--- src/rtl/dmem_access_ctrl.sv ---
// -----------------------------------------------------------------------------
// dmem_access_ctrl
//
// Two-requester access controller for the core's word-addressed data memory
// (MEM_WORDS x 32 bit, asynchronous read, synchronous word write). Port C is
// the core load/store unit, port D is the debug/DMA port. Byte and halfword
// requests become word accesses: sub-word stores do a same-cycle
// read-modify-write, and sub-word loads are sign- or zero-extended. Every
// accepted request produces exactly one registered response on its own port.
//
// Ports
//   clk, reset              clock, asynchronous active-high reset
//   {c,d}_req_valid/ready   request handshake (ready only ever high in IDLE)
//   {c,d}_req_we            1 = store, 0 = load
//   {c,d}_req_size          00 byte, 01 half, 10 word, 11 illegal
//   {c,d}_req_unsigned      zero-extend loads when 1
//   {c,d}_req_addr          byte address
//   {c,d}_req_wdata         store data, right-aligned
//   {c,d}_rsp_valid/ready   response handshake
//   {c,d}_rsp_rdata         extended load data, 0 for stores and errors
//   {c,d}_rsp_err           misaligned, out-of-range or illegal size
//   mem_addr/we/wd          word-aligned address, write enable, merged word
//   mem_rd                  asynchronous read word from memory
// -----------------------------------------------------------------------------
module dmem_access_ctrl #(
    parameter int MEM_WORDS = 1024
) (
    input  logic        clk,
    input  logic        reset,
    input  logic        c_req_valid,
    output logic        c_req_ready,
    input  logic        c_req_we,
    input  logic [1:0]  c_req_size,
    input  logic        c_req_unsigned,
    input  logic [31:0] c_req_addr,
    input  logic [31:0] c_req_wdata,
    output logic        c_rsp_valid,
    input  logic        c_rsp_ready,
    output logic [31:0] c_rsp_rdata,
    output logic        c_rsp_err,
    input  logic        d_req_valid,
    output logic        d_req_ready,
    input  logic        d_req_we,
    input  logic [1:0]  d_req_size,
    input  logic        d_req_unsigned,
    input  logic [31:0] d_req_addr,
    input  logic [31:0] d_req_wdata,
    output logic        d_rsp_valid,
    input  logic        d_rsp_ready,
    output logic [31:0] d_rsp_rdata,
    output logic        d_rsp_err,
    output logic [31:0] mem_addr,
    output logic        mem_we,
    output logic [31:0] mem_wd,
    input  logic [31:0] mem_rd
);

    localparam logic [31:0] ADDR_LIMIT = 32'(4 * MEM_WORDS);

    typedef enum logic [1:0] {IDLE, ACCESS, RESP} state_t;
    typedef enum logic {PORT_C = 1'b0, PORT_D = 1'b1} port_t;

    state_t      state, state_next;
    port_t       last_grant, lat_port;
    logic        lat_we, lat_unsigned;
    logic [1:0]  lat_size;
    logic [31:0] lat_addr, lat_wdata;
    logic [31:0] rsp_data_q;
    logic        rsp_err_q;

    logic        grant_c, grant_d;
    logic        access_err;
    logic [4:0]  shamt;
    logic [31:0] lane, load_data, mask, merged;
    logic        rsp_ready_sel;

    // Round-robin arbitration: on a tie the port opposite the last grant wins.
    // Ready is held low while reset is asserted even though the state already
    // reads IDLE.
    always_comb begin
        // NOTE: every always_comb output gets a default first so no path can
        // leave it unassigned and infer a latch.
        grant_c = 1'b0;
        grant_d = 1'b0;
        if (!reset && state == IDLE) begin
            if (c_req_valid && d_req_valid) begin
                grant_c = (last_grant == PORT_D);
                grant_d = (last_grant == PORT_C);
            end else begin
                grant_c = c_req_valid;
                grant_d = d_req_valid;
            end
        end
    end

    assign c_req_ready = grant_c;
    assign d_req_ready = grant_d;

    // Access datapath, evaluated against the latched request.
    always_comb begin
        shamt      = {lat_addr[1:0], 3'b000};
        access_err = (lat_size == 2'b11)
                   || (lat_size == 2'b01 && lat_addr[0])
                   || (lat_size == 2'b10 && lat_addr[1:0] != 2'b00)
                   || (lat_addr >= ADDR_LIMIT);
        lane = mem_rd >> shamt;
        case (lat_size)
            2'b00:   load_data = {{24{~lat_unsigned & lane[7]}}, lane[7:0]};
            2'b01:   load_data = {{16{~lat_unsigned & lane[15]}}, lane[15:0]};
            default: load_data = lane;
        endcase
        case (lat_size)
            2'b00:   mask = 32'h0000_00FF << shamt;
            2'b01:   mask = 32'h0000_FFFF << shamt;
            default: mask = 32'hFFFF_FFFF;
        endcase
        merged = (mem_rd & ~mask) | ((lat_wdata << shamt) & mask);
    end

    assign rsp_ready_sel = (lat_port == PORT_C) ? c_rsp_ready : d_rsp_ready;

    // FSM state register.
    always_ff @(posedge clk or posedge reset) begin
        // NOTE: sequential state is updated with non-blocking assignments so
        // every register samples pre-edge values regardless of block order.
        if (reset) state <= IDLE;
        else       state <= state_next;
    end

    // FSM next state and memory-side outputs.
    always_comb begin
        state_next = state;
        mem_we     = 1'b0;
        mem_addr   = 32'h0;
        mem_wd     = 32'h0;
        case (state)
            IDLE:   if (grant_c || grant_d) state_next = ACCESS;
            ACCESS: begin
                mem_addr = {lat_addr[31:2], 2'b00};
                if (lat_we && !access_err) begin
                    mem_we = 1'b1;
                    mem_wd = merged;
                end
                state_next = RESP;
            end
            RESP:    if (rsp_ready_sel) state_next = IDLE;
            default: state_next = IDLE;
        endcase
    end

    // Request latch, grant pointer and response registers.
    always_ff @(posedge clk or posedge reset) begin
        if (reset) begin
            last_grant   <= PORT_D;
            lat_port     <= PORT_C;
            lat_we       <= 1'b0;
            lat_size     <= 2'b00;
            lat_unsigned <= 1'b0;
            lat_addr     <= 32'h0;
            lat_wdata    <= 32'h0;
            rsp_data_q   <= 32'h0;
            rsp_err_q    <= 1'b0;
        end else begin
            if (grant_c || grant_d) begin
                last_grant   <= grant_c ? PORT_C : PORT_D;
                lat_port     <= grant_c ? PORT_C : PORT_D;
                lat_we       <= grant_c ? c_req_we       : d_req_we;
                lat_size     <= grant_c ? c_req_size     : d_req_size;
                lat_unsigned <= grant_c ? c_req_unsigned : d_req_unsigned;
                lat_addr     <= grant_c ? c_req_addr     : d_req_addr;
                lat_wdata    <= grant_c ? c_req_wdata    : d_req_wdata;
            end
            if (state == ACCESS) begin
                rsp_err_q  <= access_err;
                rsp_data_q <= (!access_err && !lat_we) ? load_data : 32'h0;
            end
        end
    end

    // Responses appear only on the latched port, and only while in RESP.
    assign c_rsp_valid = (state == RESP) && (lat_port == PORT_C);
    assign d_rsp_valid = (state == RESP) && (lat_port == PORT_D);
    assign c_rsp_rdata = c_rsp_valid ? rsp_data_q : 32'h0;
    assign d_rsp_rdata = d_rsp_valid ? rsp_data_q : 32'h0;
    assign c_rsp_err   = c_rsp_valid & rsp_err_q;
    assign d_rsp_err   = d_rsp_valid & rsp_err_q;

endmodule

--- config.mk ---
export PLATFORM = sky130hd
export DESIGN_NAME = dmem_access_ctrl
export DESIGN_NICKNAME = d
export VERILOG_FILES = /design/src/rtl/dmem_access_ctrl.sv
export SDC_FILE = /design/constraint.sdc
export NUM_CORES = 1
export LEC_CHECK = 0
export CAP_MARGIN = 40
export CORE_MARGIN = 1
export CORE_UTILIZATION = 43
export DETAILED_ROUTE_END_ITERATION = 12
export PLACE_DENSITY = 0.88
export SLEW_MARGIN = 5
export SYNTH_ARGS = -nofsm -noshare
export SYNTH_HDL_FRONTEND = slang
export SYNTH_SLANG_ARGS = --single-unit
export TNS_END_PERCENT = 1
--- constraint.sdc ---
create_clock -name clk -period 4.63 [get_ports clk]
set_input_delay 0.6945 -clock clk [delete_from_list [all_inputs] [get_ports clk]]
set_output_delay 0.6945 -clock clk [all_outputs]
set_load 0.02 [all_outputs]
; ---- Word level (Yosys, flattened, before mapping)
; Index checks and enable logic that the tools add are counted.
[word_totals]
in_bits = 174
word_cells = 76
regBits = 105
out_inout_bits = 135
[op_classes]
bitwise = 11
shift = 4
n_mux = 24
n_eq_ne = 7
n_lt_le_gt_ge = 1
reduce_logical = 19
[op_table]
columns = operator, count
row1 = 32-bit two-way mux, 8
row2 = 32-bit case mux with 2 select lines, 2
row3 = 32-bit bitwise AND, 2
row4 = 32-bit by 13-bit greater-or-equal comparator with 1-bit output (second input constant), 1
row5 = 32-bit inverter, 1
row6 = 32-bit bitwise OR, 1
row7 = 16-bit by 5-bit left shift with 32-bit output (first input constant), 1
row8 = 32-bit by 5-bit left shift with 32-bit output, 1
row9 = 8-bit by 5-bit left shift with 32-bit output (first input constant), 1
row10 = 32-bit by 5-bit right shift with 32-bit output, 1
row11 = 1-bit two-way mux, 10
row12 = 1-bit logical AND, 8
row13 = 2-bit == test (second input constant), 3
row14 = 2-bit two-way mux, 3
row15 = 2-bit case mux with 3 select lines, 1
row16 = 1-bit bitwise AND, 4
row17 = 2-bit by 1-bit == test with 1-bit output (second input constant), 2
row18 = 2-bit zero test, 2
row19 = 1-bit logical OR, 4
row20 = 1-bit zero test, 3
row21 = 1-bit inverter, 3
row22 = 2-bit by 1-bit inequality test with 1-bit output (second input constant), 1
row23 = 2-bit inequality test (second input constant), 1
row24 = 2-bit AND reduction, 1
row25 = 2-bit nonzero test, 1

; ---- Longest topological paths before layout
; Gate-level depths: netlist (run 1).
[depth]
ltp_word = 9
ltp_mapped = 7
mapped_depth_nobuf = 5

; ---- Least setup slack after synthesis (run 1)
; No wires, ideal clock.
[synth_path]
path_type = register to output
start = reg lat_addr[1]
end = out mem_wd[26]
path_slack_ns = 2.253
t_required_ns = 3.936
path_buffers = 2
arrival_ns = 1.682
path_stages_with_launch = 7
cell_sequence = dfrtp_1 > buf_4 > o31ai_1 > and3_2 > nand4_2 > buf_2 > a21oi_1
[synth_between]
elab_chain_cells = 8
word_cells_on_any_way = 17
cone_classes = order compare (1) / shift (3) / mux (3) / bitwise (4) / reduce/logical (6)
[synth_lines]
columns = element, line_no
row1 = start: declaration, 67  ; logic [31:0] lat_addr, lat_wdata;
row2 = start signal: assignment, 170  ; lat_addr <= grant_c ? c_req_addr : d_req_addr;
row3 = "parallel branches: the longest is 6 deep, another holds 32-bit by 13-bit greater-or-equal comparator with 1-bit output", --
row4 = 32-bit two-way mux *, 140  ; if (lat_we && !access_err) begin
row5 = 32-bit two-way mux *, 136  ; case (state)
row6 = end: declaration, 54  ; output logic [31:0] mem_wd,
; Every way passes the cells marked *.

; ---- Final worst setup path (run 1)
[layout_path]
start = reg lat_addr[0]
end = out mem_wd[22]
[layout_between]
elab_chain_cells = 8
word_cells_on_any_way = 19
cone_classes = order compare (1) / shift (3) / mux (3) / bitwise (4) / reduce/logical (8)
[layout_lines]
columns = element, line_no
row1 = "parallel branches: the longest is 6 deep, another holds 32-bit by 13-bit greater-or-equal comparator with 1-bit output", --
row2 = 32-bit two-way mux *, 140
row3 = 32-bit two-way mux *, 136
; Marked as above.

==> results of run 1 <==
worst paths after layout:
path                       depth (start not counted)                 startpoint                   endpoint
setup / recovery                                   6    lat_addr[0]$_DFFE_PP0P_                 mem_wd[22]
min in group asynchronous                          2                      reset       lat_port$_DFFE_PP0P_
max in group asynchronous                          4                      reset   lat_addr[18]$_DFFE_PP0P_
hold reg to reg                                    2  rsp_data_q[7]$_DFFE_PP0P_  rsp_data_q[7]$_DFFE_PP0P_
hold / removal                                     2  rsp_data_q[7]$_DFFE_PP0P_  rsp_data_q[7]$_DFFE_PP0P_
setup reg to reg                                   6       state[0]$_DFFE_PP0P_    lat_addr[1]$_DFFE_PP0P_
sequential cells by signal, indices dropped and copies added, names as in the netlist:
| name | flops |
|---|---|
| last_grant | 1 |
| lat_addr | 32 |
| lat_port | 1 |
| lat_size | 2 |
| lat_unsigned | 1 |
| lat_wdata | 32 |
| lat_we | 1 |
| rsp_data_q | 32 |
| rsp_err_q | 1 |
| state | 2 |
cell families (layout without fill, tap and decap cells):
| kind of cell | after synthesis | after routing | synth area share |
|---|---|---|---|
| flops | 105 | 105 | 0.3738 |
| xor+xnor | 1 | 1 | 0.001246 |
| other cells | 1 | 4 | 0.0005333 |
| compound gates | 183 | 183 | 0.1722 |
| simple gates | 293 | 293 | 0.2162 |
| mux | 127 | 127 | 0.1826 |
| buf+inv | 74 | 343 | 0.05338 |
metrics by stage:
step                      instance area [um2]  instances    util  hold WS (ps)
after floorplan                          7036        785       -         454.0
after global placement                  10140       1254  0.6362         479.9
after detailed placement                10170       1255  0.6380         489.9
after CTS                               10450       1270  0.6555         504.8
after global routing                    10460       1272  0.6558         528.0
final                                   10460       1272  0.6558         500.5
power groups by stage:
stage | logic, uW | clock network [uW] | registers [uW]
2_1_floorplan | 1910 | 0 | 1420
3_3_place_gp | 2400 | 0 | 1610
3_5_place_dp | 2440 | 0 | 1630
4_1_cts | 2450 | 763 | 1610
5_1_grt | 2700 | 797 | 1660
6_report | 2470 | 745 | 1610
routing by layer:
| layer | up-vias | wire length, um | GRT usage |
|---|---|---|---|
| li1 | 3260 | - | - |
| met1 | 3223 | 9839 | 0.3625 |
| met2 | 264 | 11250 | 0.4517 |
| met3 | 51 | 1253 | 0.04018 |
| met4 | 0 | 692 | 0.1149 |
| met5 | - | 0 | 0 |
worst register-to-register path, cell delays in order (launching register included):
cell and delay [ps]:
dfrtp_1 430, nor3_4 300, nand3_2 180, clkinv_2 400, buf_4 770, mux2i_1 340, a21oi_1 110
layout make-up:
class | instances | area, um2 | area share
Tap cell | 216 | 270.3 | 0.02585
Clock inverter | 3 | 42.54 | 0.004069
Sequential cell | 105 | 2631 | 0.2517
Clock buffer | 12 | 236.5 | 0.02262
Timing Repair Buffer | 321 | 3196 | 0.3056
Multi-Input combinational cell | 606 | 4044 | 0.3868
Antenna cell | 2 | 5.005 | 0.0004787
Inverter | 7 | 30.03 | 0.002872
cell usage after synthesis (2+ instances only):
| cell type | n | area (um2) |
|---|---|---|
| a21oi_1 | 94 | 470.5 |
| a32o_1 | 7 | 70.07 |
| buf_1 | 2 | 7.510 |
| dfrtp_1 | 104 | 2603 |
| o31ai_1 | 9 | 67.56 |
| o211ai_1 | 8 | 60.06 |
| o31ai_2 | 8 | 100.1 |
| buf_4 | 8 | 60.06 |
| clkbuf_1 | 33 | 123.9 |
| nor3b_1 | 8 | 60.06 |
| and2_1 | 97 | 606.8 |
| nor2b_1 | 9 | 56.30 |
| mux2_2 | 10 | 112.6 |
| o21ai_0 | 2 | 10.01 |
| buf_6 | 6 | 67.56 |
| a21boi_0 | 8 | 60.06 |
| nand2b_1 | 4 | 25.02 |
| inv_1 | 6 | 22.52 |
| nor4_1 | 5 | 31.28 |
| mux2i_1 | 117 | 1171 |
| nand2_1 | 44 | 165.2 |
| o2bb2ai_1 | 8 | 70.07 |
| buf_2 | 18 | 90.09 |
| o21ai_1 | 9 | 45.04 |
| a211oi_1 | 15 | 112.6 |
| o21a_1 | 8 | 60.06 |
| nor2_1 | 112 | 420.4 |
==> results.md, run 1 <==
- Synthesized flop and latch total: between 100 and 150
- Main synth FF type: dfrtp_1
- Antenna-violating nets left: 0
- Critical path type: flip-flop to primary output
- Worst-path clk slew: around 60 ps
- Clock buffer depth: 2
- Mapped cell area: around 7000 um2
- DRT Pass-1 Iters: 5
- Measured slew at the worst slew-check pin: 895.7 ps
- Sequential share of power: 0.334
- First-pass GRT wire length: about 35000 um
- Crit path time final: between 3000 and 4000 ps
- Unrepaired setup endpoints after global routing: false
- Mapped Avg Cell Area: roughly 9.0 um2
- Clk_skew: roughly 5.1 ps
- Internal: about 2800 uW
- Setup TNS: 0 ps
- Die area: ~17000 um2
- Die W: approximately 130 um
- Fraction of registers with async set/reset: 1.000
- Library cells used by synthesis: 52
- Finish-stage setup viols: 0
- Outcome: completed
- Fillcell total: 1342
- Post-Syn Instances: 784
- Initial antenna violation count: 2
- Net Sw Frac: 0.4210
- Die height: 129.9 um
- Static Leak: between 0.004 and 0.005 uW
- Max-slew violations: 0
- Post-synth EDFFs: 0
- Starting DRT DRC Count: approximately 490
- Slew HR: 0.4028
- WP data required: roughly 4000 ps
- Clk_lat worst skew: 350 ps
- DR WL/cell: roughly 18 um
- Std cell rows: between 40 and 50
- Total CTS buffers: 9
- Max-Cap Viols: 0
- Placer Congestion: between 0.8 and 0.9
- Final hold violations: 0
- Reg2Reg Setup Slack: 1960 ps
- Worst setup SP type: flip-flop
- Core ar.: between 15000 and 20000 um2
- Clock Tree Root: clkbuf_16
- Clock power share: 0.154
- Crit share post-route: 0.8098
- DP HPWL: 17750 um
- DRC Markers: 0
- Max FO, Critical Path: 24
- Psw: around 2000 uW
- Vias in the first global route: 6377
- Worst path max stage delay: about 640 ps
- Final WL: 23030 um
- Yosys warning count: 0
- Crit end category: primary output
- H-tree levels: 3
- Initial core utilization: 0.4411
- Largest net degree at the start of global routing: 87
- Seq/Total Area, Yosys: 0.3738
- Clock tree from TritonCTS: done
- Total power: between 4000 and 5000 uW
- Commonest cells after routing, fill and taps aside: clkdlybuf4s50_1 (306), mux2i_1 (117), nor2_1 (112)
- Class of the worst hold path: flip-flop to flip-flop
- Placement Setup Slack: 1114 ps
- CP arrival: 3060 ps
- Pwr Density: between 400 and 500 nW/um2
- Worst Setup Slack, final: 880.4 ps
- Grt ovf: 0
- IO buf count: approximately 310
- Layout cells sized above 1: 0.06167
- Post-DR vias/cell: approximately 5.3
- CP delay by family, top: buffers and inverters
- Crit-path cells: buf_4 -> nor2b_4 -> a211oi_4 -> mux2i_1 -> nor2_1 -> clkdlybuf4s50_1
- Hold-fix buffers at CTS: 0
- Most common cell after layout, fill and taps aside: clkdlybuf4s50_1
- WP buf/inv: 2
- Sink Count: ~110
- Post-CTS Setup Inserts: 0
- P&R area growth vs syn: 48.68%
- Gr usage total: 0.2748
- I/O pin total: a little over 300
- CP max-delay cell: clkdlybuf4s50_1
- NumNets Final: 1224
- Comb pwr share: 0.511
- Resized cells post-CTS: 0
- DR vias: slightly below 7000
- Fmax: approximately 270 MHz
- Peak VDD IR: between 0.0002 and 0.00025 V
Note: power is estimated with default switching activity, not from simulation.
==> run 2, diff against run 1 <==
clock period = 3.65 ns   (was 4.63 ns; I/O delays follow)
==> run 2 against run 1 <==
Count of clock-buffer cells in the layout grew 2. Worst setup slack worse by 670 ps. Via count increased by 0.50%. Wire length rose by 2.3%. Register-to-register slack worse by 660 ps. Design area about the same. Die area did not move. Clock power up 31%. Global-route usage up 0.50 points. Hold slack worse by 1.3 ps. Sequential power increased by 24%. Sequential share of layout area about the same. Critical path type unchanged. Largest power group unchanged. Highest routed layer unchanged.
==> results.md, run 2 (synthesis results as in run 1) <==
- Grt ovf: 0
- Measured slew at the worst slew-check pin: 907.9 ps
- Max-slew violations: 0
- Clk_lat worst skew: ~360 ps
- Crit path launch: lat_size[0]$_DFFE_PP0P_
- Total CTS buffers: 9
- I/O pin total: around 310
- Final core utilization: 0.6563
- Crit path time final: 3445 ps
- Die height: approximately 130 um
- Outcome: completed
- WP buf/inv: 1
- Largest net degree at the start of global routing: 71
- Peak VDD IR: ~0.00033 V
- First-pass GRT wire length: ~36000 um
- Reg2reg start: lat_addr[1]$_DFFE_PP0P_
- Finish-stage setup viols: 0
- Setup TNS: 0 ps
- Worst setup SP type: flip-flop
- Worst path max stage delay: approximately 670 ps
- DP HPWL: roughly 18000 um
- Hold_sp: rsp_data_q[21]$_DFFE_PP0P_
- CP max-delay cell: a21oi_1
- Antenna-violating nets left: 0
- Net Sw Frac: 0.4272
- IO buf count: ~300
- Slew HR: 0.3948
- Max-Cap Viols: 0
- Vias in the first global route: 6437
- Initial core utilization: 0.4411
- DRT Pass-1 Iters: 8
- Placed Instance Area: approximately 10000 um2
- M1 wire length: slightly below 10000 um
- Psw: 2672 uW
- Gr usage total: 0.2798
- Hold-fix buffers at CTS: 0
- Largest registers: lat_addr: 32 flops, lat_wdata: 32 flops, rsp_data_q: 32 flops
- Unrepaired setup endpoints after global routing: false
- DRC Markers: 0
- Die W: around 130 um
- Hold_ws: 499.2 ps
- Fmax: between 200 and 300 MHz
- Die area: 16870 um2
- Clk_skew: roughly 8.2 ps
- Met3 WL: between 1000 and 1500 um
- Number of diodes: 0
- Layout cells sized above 1: 0.06351
- Std cell rows: 46
- Starting DRT DRC Count: around 470
- Clock buffer depth: 2
- Most frequent cell on the critical path: a21oi_1
- Core ar.: about 16000 um2
- Static Leak: 0.004171 uW
- Sequential share of power: 0.318
- P&R area growth vs syn: 48.81%
- Crit share post-route: 0.9437
- Crit-path cells: or2_1 -> a21oi_1 -> nand2_1 -> a21oi_1 -> clkdlybuf4s50_1
- Placer Congestion: roughly 0.9
- Clock power share: 0.156
- WP data required: just over 3000 ps
- Comb pwr share: 0.526
- Critical path type: flip-flop to primary output
- Post-CTS Setup Inserts: 0
- CP delay by family, top: compound AO/OA/AOI/OAI gates
- Clock tree from TritonCTS: done
- H-tree levels: 3
- CP arrival: just under 3000 ps
- Sink Count: 105
- Worst-path clk slew: ~70 ps
- Resized cells post-CTS: 0
- Commonest cells after routing, fill and taps aside: clkdlybuf4s50_1 (304), mux2i_1 (117), nor2_1 (112)
- Internal: 3583 uW
- Most common cell after layout, fill and taps aside: clkdlybuf4s50_1
- Clock Tree Root: clkbuf_16
- Max FO, Critical Path: 8
- DR WL/cell: 18.54 um
- Pwr Density: ~600 nW/um2
- Initial antenna violation count: 0
- Crit end category: primary output
- NumNets Final: 1224
- Final WL: 23570 um
- Post-DR vias/cell: ~5.4
- Final hold violations: 0
- Top Layer Used: met4
- DR vias: 6832
- Class of the worst hold path: flip-flop to flip-flop
- Cell area after layout: 10460 um2
- Routed length on met2: 11580 um
-- run 2: changes by cell type in the layout (fill, tap and decap cells not counted) --
cell             before  now
buf_12                0    2
buf_16                1    0
buf_4                14   15
clkbuf_1              3    4
clkbuf_8              0    1
clkdlybuf4s50_1     306  304
clkinv_2              2    1
clkinv_4              0    1
clkinvlp_4            1    0
diode_2               2    0
-- run 2: final cells by class --
cell class,count,area (um2)
Fill cell,1307,5479
Multi-Input combinational cell,606,4044
Timing Repair Buffer,321,3196
Sequential cell,105,2631
Tap cell,216,270.3
Clock buffer,14,254.0
Clock inverter,2,38.79
Inverter,7,30.03
-- run 2: power groups by stage --
stage               Clock [uW]  Combinational [uW]  Sequential (uW)
floorplan                    0                2430             1800
global placement             0                3210             1980
detailed placement           0                3260             2010
CTS                        991                3270             1990
global route              1040                3550             2050
finish                     979                3290             1990
-- run 2: stage by stage --
step	setup slack, ps	instances	total power (uW)
floorplan	343.6	785	4226
global placement	619.3	1255	5194
detailed placement	572.2	1255	5264
CTS	173.1	1271	6249
global route	79.20	1271	6639
finish	205.5	1271	6256
-- run 2: worst min-delay path, cell delays in order, from the launching register on --
cell,delay (ps)
dfrtp_1,350
nand2_1,60
o31ai_1,60
-- run 2: final timing paths --
check,end,slack (ps),depth (start not counted)
worst max register to register,rsp_data_q[18]$_DFFE_PP0P_,1300,4
worst max-delay path,mem_wd[31],210,5
worst min register to register,rsp_data_q[21]$_DFFE_PP0P_,500,2
min in group asynchronous,lat_port$_DFFE_PP0P_,730,2
worst min-delay path,rsp_data_q[21]$_DFFE_PP0P_,500,2
max in group asynchronous,last_grant$_DFFE_PP1P_,2140,3
-- run 2: metal layers --
metal	vias to the layer above	global-route usage
met1	3244	0.3646
met4	0	0.1176
met3	54	0.04633
met5	-	0
li1	3258	-
met2	276	0.4612
==> run 3, diff against run 2 <==
CAP_MARGIN = not set   (was 40)
==> results of run 3 <==
Final layout, timing and power as in run 2 (identical DEF).
==> RTL change 1, RTL diff (config.mk and constraints of run 2) <==
Encoding of `state_t`: now one-hot (3 bits for 3 states).
--- a/src/rtl/dmem_access_ctrl.sv
+++ b/src/rtl/dmem_access_ctrl.sv
@@ -57,7 +57,7 @@
 
     localparam logic [31:0] ADDR_LIMIT = 32'(4 * MEM_WORDS);
 
-    typedef enum logic [1:0] {IDLE, ACCESS, RESP} state_t;
+    typedef enum logic [2:0] {IDLE = 3'b001, ACCESS = 3'b010, RESP = 3'b100} state_t;
     typedef enum logic {PORT_C = 1'b0, PORT_D = 1'b1} port_t;
 
     state_t      state, state_next;
Formal check against the unedited RTL: no difference found for any inputs over 4 cycles, from zero or initial values and one cycle with reset high; so few cycles prove little.
==> RTL change 1 against run 2 <==
- total power shrank 1.6%
- fmax grew 4.5%
- sequential cell count grew 1
- synthesized area grew 0.14%
- combinational power shrank 10%
- design area grew 1.6%
- non-clock buffer count grew 5
- clock power grew 4%
- via count shrank 2.0%
- setup slack gained 150 ps
- critical path depth is the same
- wire length shrank 4.3%
- synthesized cell count grew 0.77%
- largest power group unchanged
==> RTL change 1: results (changes against run 2) <==
| Metric | Value |
|---|---|
| Synth top cells by count | `119 x mux2i_1, 112 x nand2_1, 104 x dfrtp_1` |
| Max Clock Skew | `5.75 ps (-2.44 ps)` |
| Vias in the first global route | `6,469 (+0.50%)` |
| Routed wire length | `22.5 mm (-4.3%)` |
| Async SR Flop Fraction | `100% (unchanged)` |
| Worst slack at placement | `565 ps (-7.03 ps)` |
| Synth area leaders | `dfrtp_1 37%, mux2i_1 17%, and2_1 8.6%, nand2_1 6.0%, o21ai_0 5.3%` |
| DR pass1 iterations | `4 (-4)` |
| ANT cells | `0 (unchanged)` |
| Number of flops mapped to enable cells by yosys | `0 (unchanged)` |
| Worst Hold Class | `reg -> reg` |
| Hold Path Depth | `2 (unchanged)` |
| Worst-path clk slew | `70 ps (about the same)` |
| Largest net degree at the start of global routing | `72 (+1.4%)` |
| Post-synthesis mux area share | `18.4% (+0.098 points)` |
| Layout Nets | `1,233 (+0.74%)` |
| Smallest hold slack | `477 ps (-21.8 ps)` |
| Crit path max fanout | `8 (unchanged)` |
| Max-slew headroom | `53.2% (+14 points)` |
| Share of cells above drive strength 1 | `6.95% (+0.60 points)` |
| CP max stage cell | `clkdlybuf4s50_1` |
| H-tree Lvls | `3 (unchanged)` |
| Post-synthesis adder-cell area fraction | `0% (unchanged)` |
| R2r endpoint | `lat_addr[1]$_DFFE_PP0P_` |
| Seq/Total Area, Yosys | `37.7% (+0.32 points)` |
| Fillcell total | `1,319 (+0.92%)` |
| Max clock buf depth | `2 (unchanged)` |
| First-pass GRT wire length | `35.1 mm (-1.3%)` |
| Yosys warns | `0 (unchanged)` |
| Pleak | `4.75 nW (+14%)` |
| Post_cts resized | `0 (unchanged)` |
| Reg2Reg Setup Slack | `1340 ps (+40 ps)` |
| Critical Path Max Stage Delay | `670 ps (about the same)` |
| Clock Latency Late Sink | `340 ps (-20 ps)` |
| IO buf count | `306 (unchanged)` |
| Post-CTS Setup Inserts | `0 (unchanged)` |
| Vias | `6,698 (-2.0%)` |
| Status | `complete, no violations` |
| Xor/xnor cell area share of the yosys netlist | `0.124% (-0.00018 points)` |
| TritonCTS Buffers | `9 (unchanged)` |
| Worst R2R Path Depth | `5 (+1)` |
| GR Util All Layers | `27.5% (-0.47 points)` |
| Hold Path End | `lat_addr[3]$_DFFE_PP0P_` |
| Initial drt markers | `451 (-3.0%)` |
| DP HPWL | `17.8 mm (-2.0%)` |
| Library cells used by synthesis | `49 (-5.8%)` |
| Top flop regs | `lat_addr: 32 flops, lat_wdata: 32 flops, rsp_data_q: 32 flops` |
| VDD IR-drop max | `320 uV (-1.7%)` |
| Worst r2r src | `state[0]$_DFFE_PP1P_` |
| Startpoint of the worst hold path | `lat_addr[3]$_DFFE_PP0P_` |
| Initial antenna violation count | `0 (unchanged)` |
| Post-synthesis compound-gate area fraction | `17.2% (about the same)` |
| RD Place Congestion | `0.957 (+5.9%)` |
| Root Driver | `clkbuf_16` |
-- RTL change 1: cell count changes in the layout (fill, tap and decap cells not counted), moves of 3 or more --
cell / before / now
a21oi_1: 94 / 24
buf_4: 15 / 18
clkbuf_8: 1 / 4
nand2_1: 44 / 112
nor2_1: 112 / 43
o21ai_0: 2 / 75
o21ai_1: 9 / 4
-- RTL change 1: logic make-up after synthesis --
group           after synthesis
compound gates              184
xor+xnor                      1
mux                         128
simple gates                294
buf+inv                      76
flops                       106
other cells                   1
-- RTL change 1: layer usage --
layer,GRT usage (%),vias up,routed length (microns)
met5,0,-,0
met3,3.94,39,1160
met4,10.4,0,598
met2,46.2,248,11100
met1,36.0,3121,9660
li1,-,3290,-
-- RTL change 1: worst max-delay path by stage --
stage	start	endpoint	slack, ps
finish	lat_size[0]$_DFFE_PP0P_	mem_wd[12]	350
global route	lat_size[0]$_DFFE_PP0P_	mem_wd[12]	240
CTS	lat_size[0]$_DFFE_PP0P_	mem_wd[12]	360
detailed placement	reset	d_req_ready	570
global placement	reset	c_req_ready	580
floorplan	reset	lat_addr[0]$_DFFE_PP0P_	320
-- RTL change 1: where the power goes --
group          switching (mW)  total (mW)  leakage, nW  internal (mW)
Clock                   0.410        1.02        0.156          0.608
Sequential              0.475        2.19         1.34           1.71
Combinational            1.67        2.95         3.25           1.28
Total                    2.56        6.16         4.75           3.60
-- RTL change 1: critical path: cells and delay by family, from the launching register on --
kind | cells | cell delay [ps]
buffers and inverters | 1 | 670
multiplexers | 1 | 170
AND/OR/NAND/NOR | 2 | 500
flip-flops | 1 | 490
AO/OA/AOI/OAI | 1 | 570
-- RTL change 1: stage by stage --
step	area, sq um	instances	power, mW
floorplan	7050	791	4.13
global placement	10300	1262	5.01
detailed placement	10300	1264	5.13
CTS	10600	1280	6.16
global route	10600	1280	6.60
finish	10600	1280	6.16
-- RTL change 1: layout make-up --
cell class              count  area, sq um  area share, %
multi-input cells         609         4080           38.4
well taps                 216          270           2.54
clock buffers              15          288           2.71
flip-flops and latches    106         2660           25.0
repair buffers            326         3280           30.8
inverters                   7         28.8          0.271
clock inverters             1         30.0          0.282
==> RTL change 2, RTL diff (flow settings as in run 2) <==
Made on the original files. Set the parameter `MEM_WORDS` to 512 (it was 1024).
--- a/src/rtl/dmem_access_ctrl.sv
+++ b/src/rtl/dmem_access_ctrl.sv
@@ -23,7 +23,7 @@
 //   mem_rd                  asynchronous read word from memory
 // -----------------------------------------------------------------------------
 module dmem_access_ctrl #(
-    parameter int MEM_WORDS = 1024
+    parameter int MEM_WORDS = 512
 ) (
     input  logic        clk,
     input  logic        reset,
Function: changed (a bounded check fails within 4 cycles, from zero or initial values and one cycle with reset high).
==> RTL change 2 against run 2 <==
- setup slack improved by 99 ps
- total power fell by 0.92%
- register-to-register slack improved by 80 ps
- wire length fell by 1.7%
- synthesized cell count fell by 2.2%
- sequential cell count did not move
- hold slack improved by 1.9 ps
- count of clock-buffer cells in the layout fell by 4
- synthesized area fell by 2.3%
- design area fell by 1.0%
- critical path type unchanged
==> RTL change 2: results (changes against run 2) <==
| Metric | Value |
|---|---|
| Routed wl met3 | `1.73 mm (+29%)` |
| Worst R2R Path Depth | `6 (+2)` |
| Crit path max fanout | `8 (unchanged)` |
| Max clock buf depth | `2 (unchanged)` |
| Pleak | `4.13 nW (-1.1%)` |
| VDD IR-drop max | `353 uV (+8.2%)` |
| DP HPWL | `17.8 mm (-1.9%)` |
| Largest net degree at the start of global routing | `91 (+28%)` |
| First-pass GRT wire length | `36.0 mm (+1.2%)` |
| Crit path DAT | `2800 ps (-100 ps)` |
| Placed Cells incl. Taps | `1,235 (-1.6%)` |
| CP max stage cell | `a21oi_1` |
| Library cells used by synthesis | `47 (-9.6%)` |
| Post-route insts no fill | `1,251 (-1.6%)` |
| Vias in the first global route | `6,481 (+0.68%)` |
| Layout Nets | `1,209 (-1.2%)` |
| DR pass1 iterations | `6 (-2)` |
| Hold Path Depth | `1 (-1)` |
| Critical Path Max Stage Delay | `640 ps (-30 ps)` |
| Routed wire length | `23.2 mm (-1.7%)` |
| Seq/Total Area, Yosys | `38.3% (+0.90 points)` |
| Synth area leaders | `dfrtp_1 38%, mux2i_1 17%, and2_1 8.7%, a21oi_1 7.4%, nor2_1 5.7%` |
| Reg2Reg Setup Slack | `1380 ps (+80 ps)` |
| Synth top cells by count | `117 x mux2i_1, 105 x nor2_1, 104 x dfrtp_1` |
| Initial drt markers | `542 (+17%)` |
| Post_cts resized | `0 (unchanged)` |
| RD Place Congestion | `0.911 (+0.85%)` |
| Mean post-synth cell area | `8.95 sq um (-0.18%)` |
| Placed Area | `10,000 sq um (-1.3%)` |
| CP Capture Point | `mem_wd[29]` |
| Worst r2r src | `state[0]$_DFFE_PP0P_` |
| Detail Route met2 WL | `11.0 mm (-4.7%)` |
| Detailed-routing wirelength on met1 | `9.58 mm (-3.1%)` |
| Share of cells above drive strength 1 | `5.87% (-0.49 points)` |
| Worst-path clk slew | `70 ps (about the same)` |
| Max-slew headroom | `41.5% (+2.1 points)` |
| Max Clock Skew | `12.2 ps (+4.01 ps)` |
| R2r endpoint | `lat_wdata[5]$_DFFE_PP0P_` |
| CP startpoint | `lat_size[0]$_DFFE_PP0P_` |
| GR Util All Layers | `28.5% (+0.51 points)` |
| Vias per cell | `5.49 (+2.2%)` |
| Status | `complete, no violations` |
| Top FF cell, synth | `dfrtp_1` |
==> RTL change 2: report_power, final <==
group	total (mW)	switching (mW)	internal (mW)
clock network	1.03	0.429	0.599
registers	1.97	0.395	1.57
logic	3.20	1.78	1.42
==> RTL change 2: routing by layer <==
layer  up-vias  GRT usage (%)
met3        54           5.16
met4         0           12.7
li1       3222              -
met5         -              0
met2       345           46.9
met1      3251           36.7
==> RTL change 2: worst min-delay path by stage <==
stage                               start                         end  slack, ps
5_1_grt         rsp_data_q[4]$_DFFE_PP0P_   rsp_data_q[4]$_DFFE_PP0P_        530
2_1_floorplan   rsp_data_q[7]$_DFFE_PP0P_   rsp_data_q[7]$_DFFE_PP0P_        460
3_5_place_dp   rsp_data_q[21]$_DFFE_PP0P_  rsp_data_q[21]$_DFFE_PP0P_        490
4_1_cts        rsp_data_q[21]$_DFFE_PP0P_  rsp_data_q[21]$_DFFE_PP0P_        500
3_3_place_gp   rsp_data_q[19]$_DFFE_PP0P_  rsp_data_q[19]$_DFFE_PP0P_        480
6_report       rsp_data_q[21]$_DFFE_PP0P_  rsp_data_q[21]$_DFFE_PP0P_        500
==> RTL change 2: stage by stage <==
step,hold WS (ps),power (mW),setup WS [ps]
2_1_floorplan,455,4.08,344
3_3_place_gp,479,5.06,704
3_5_place_dp,490,5.16,677
4_1_cts,504,6.20,296
5_1_grt,533,6.62,123
6_report,501,6.20,305
==> RTL change 2: worst reg2reg max path, delay by kind of cell, from the launching register on <==
kind | cells | cell delay [ps]
and+or+nand+nor | 2 | 670
muxes | 1 | 300
AOI/OAI and AO/OA | 1 | 90
DFF | 1 | 460
buffers and inverters | 2 | 600
==> RTL change 2: cell type report <==
cell class | instances | area [sq um]
clock inverters | 6 | 83.8
inverters | 6 | 26.3
clock buffers | 10 | 229
repair buffers | 325 | 3230
flip-flops and latches | 105 | 2630
well taps | 211 | 264
multi-input cells | 588 | 3890
fillers | 1246 | 5020
==> RTL change 2: cells by family (layout without fill, tap and decap cells) <==
family / count (synthesis) / after routing / synth area share, %
buf+inv: 75 / 347 / 5.23
other cells: 1 / 2 / 0.0546
flops: 105 / 105 / 38.3
xor+xnor: 1 / 1 / 0.128
compound gates: 183 / 183 / 17.0
mux: 127 / 127 / 18.7
simple gates: 275 / 275 / 20.6
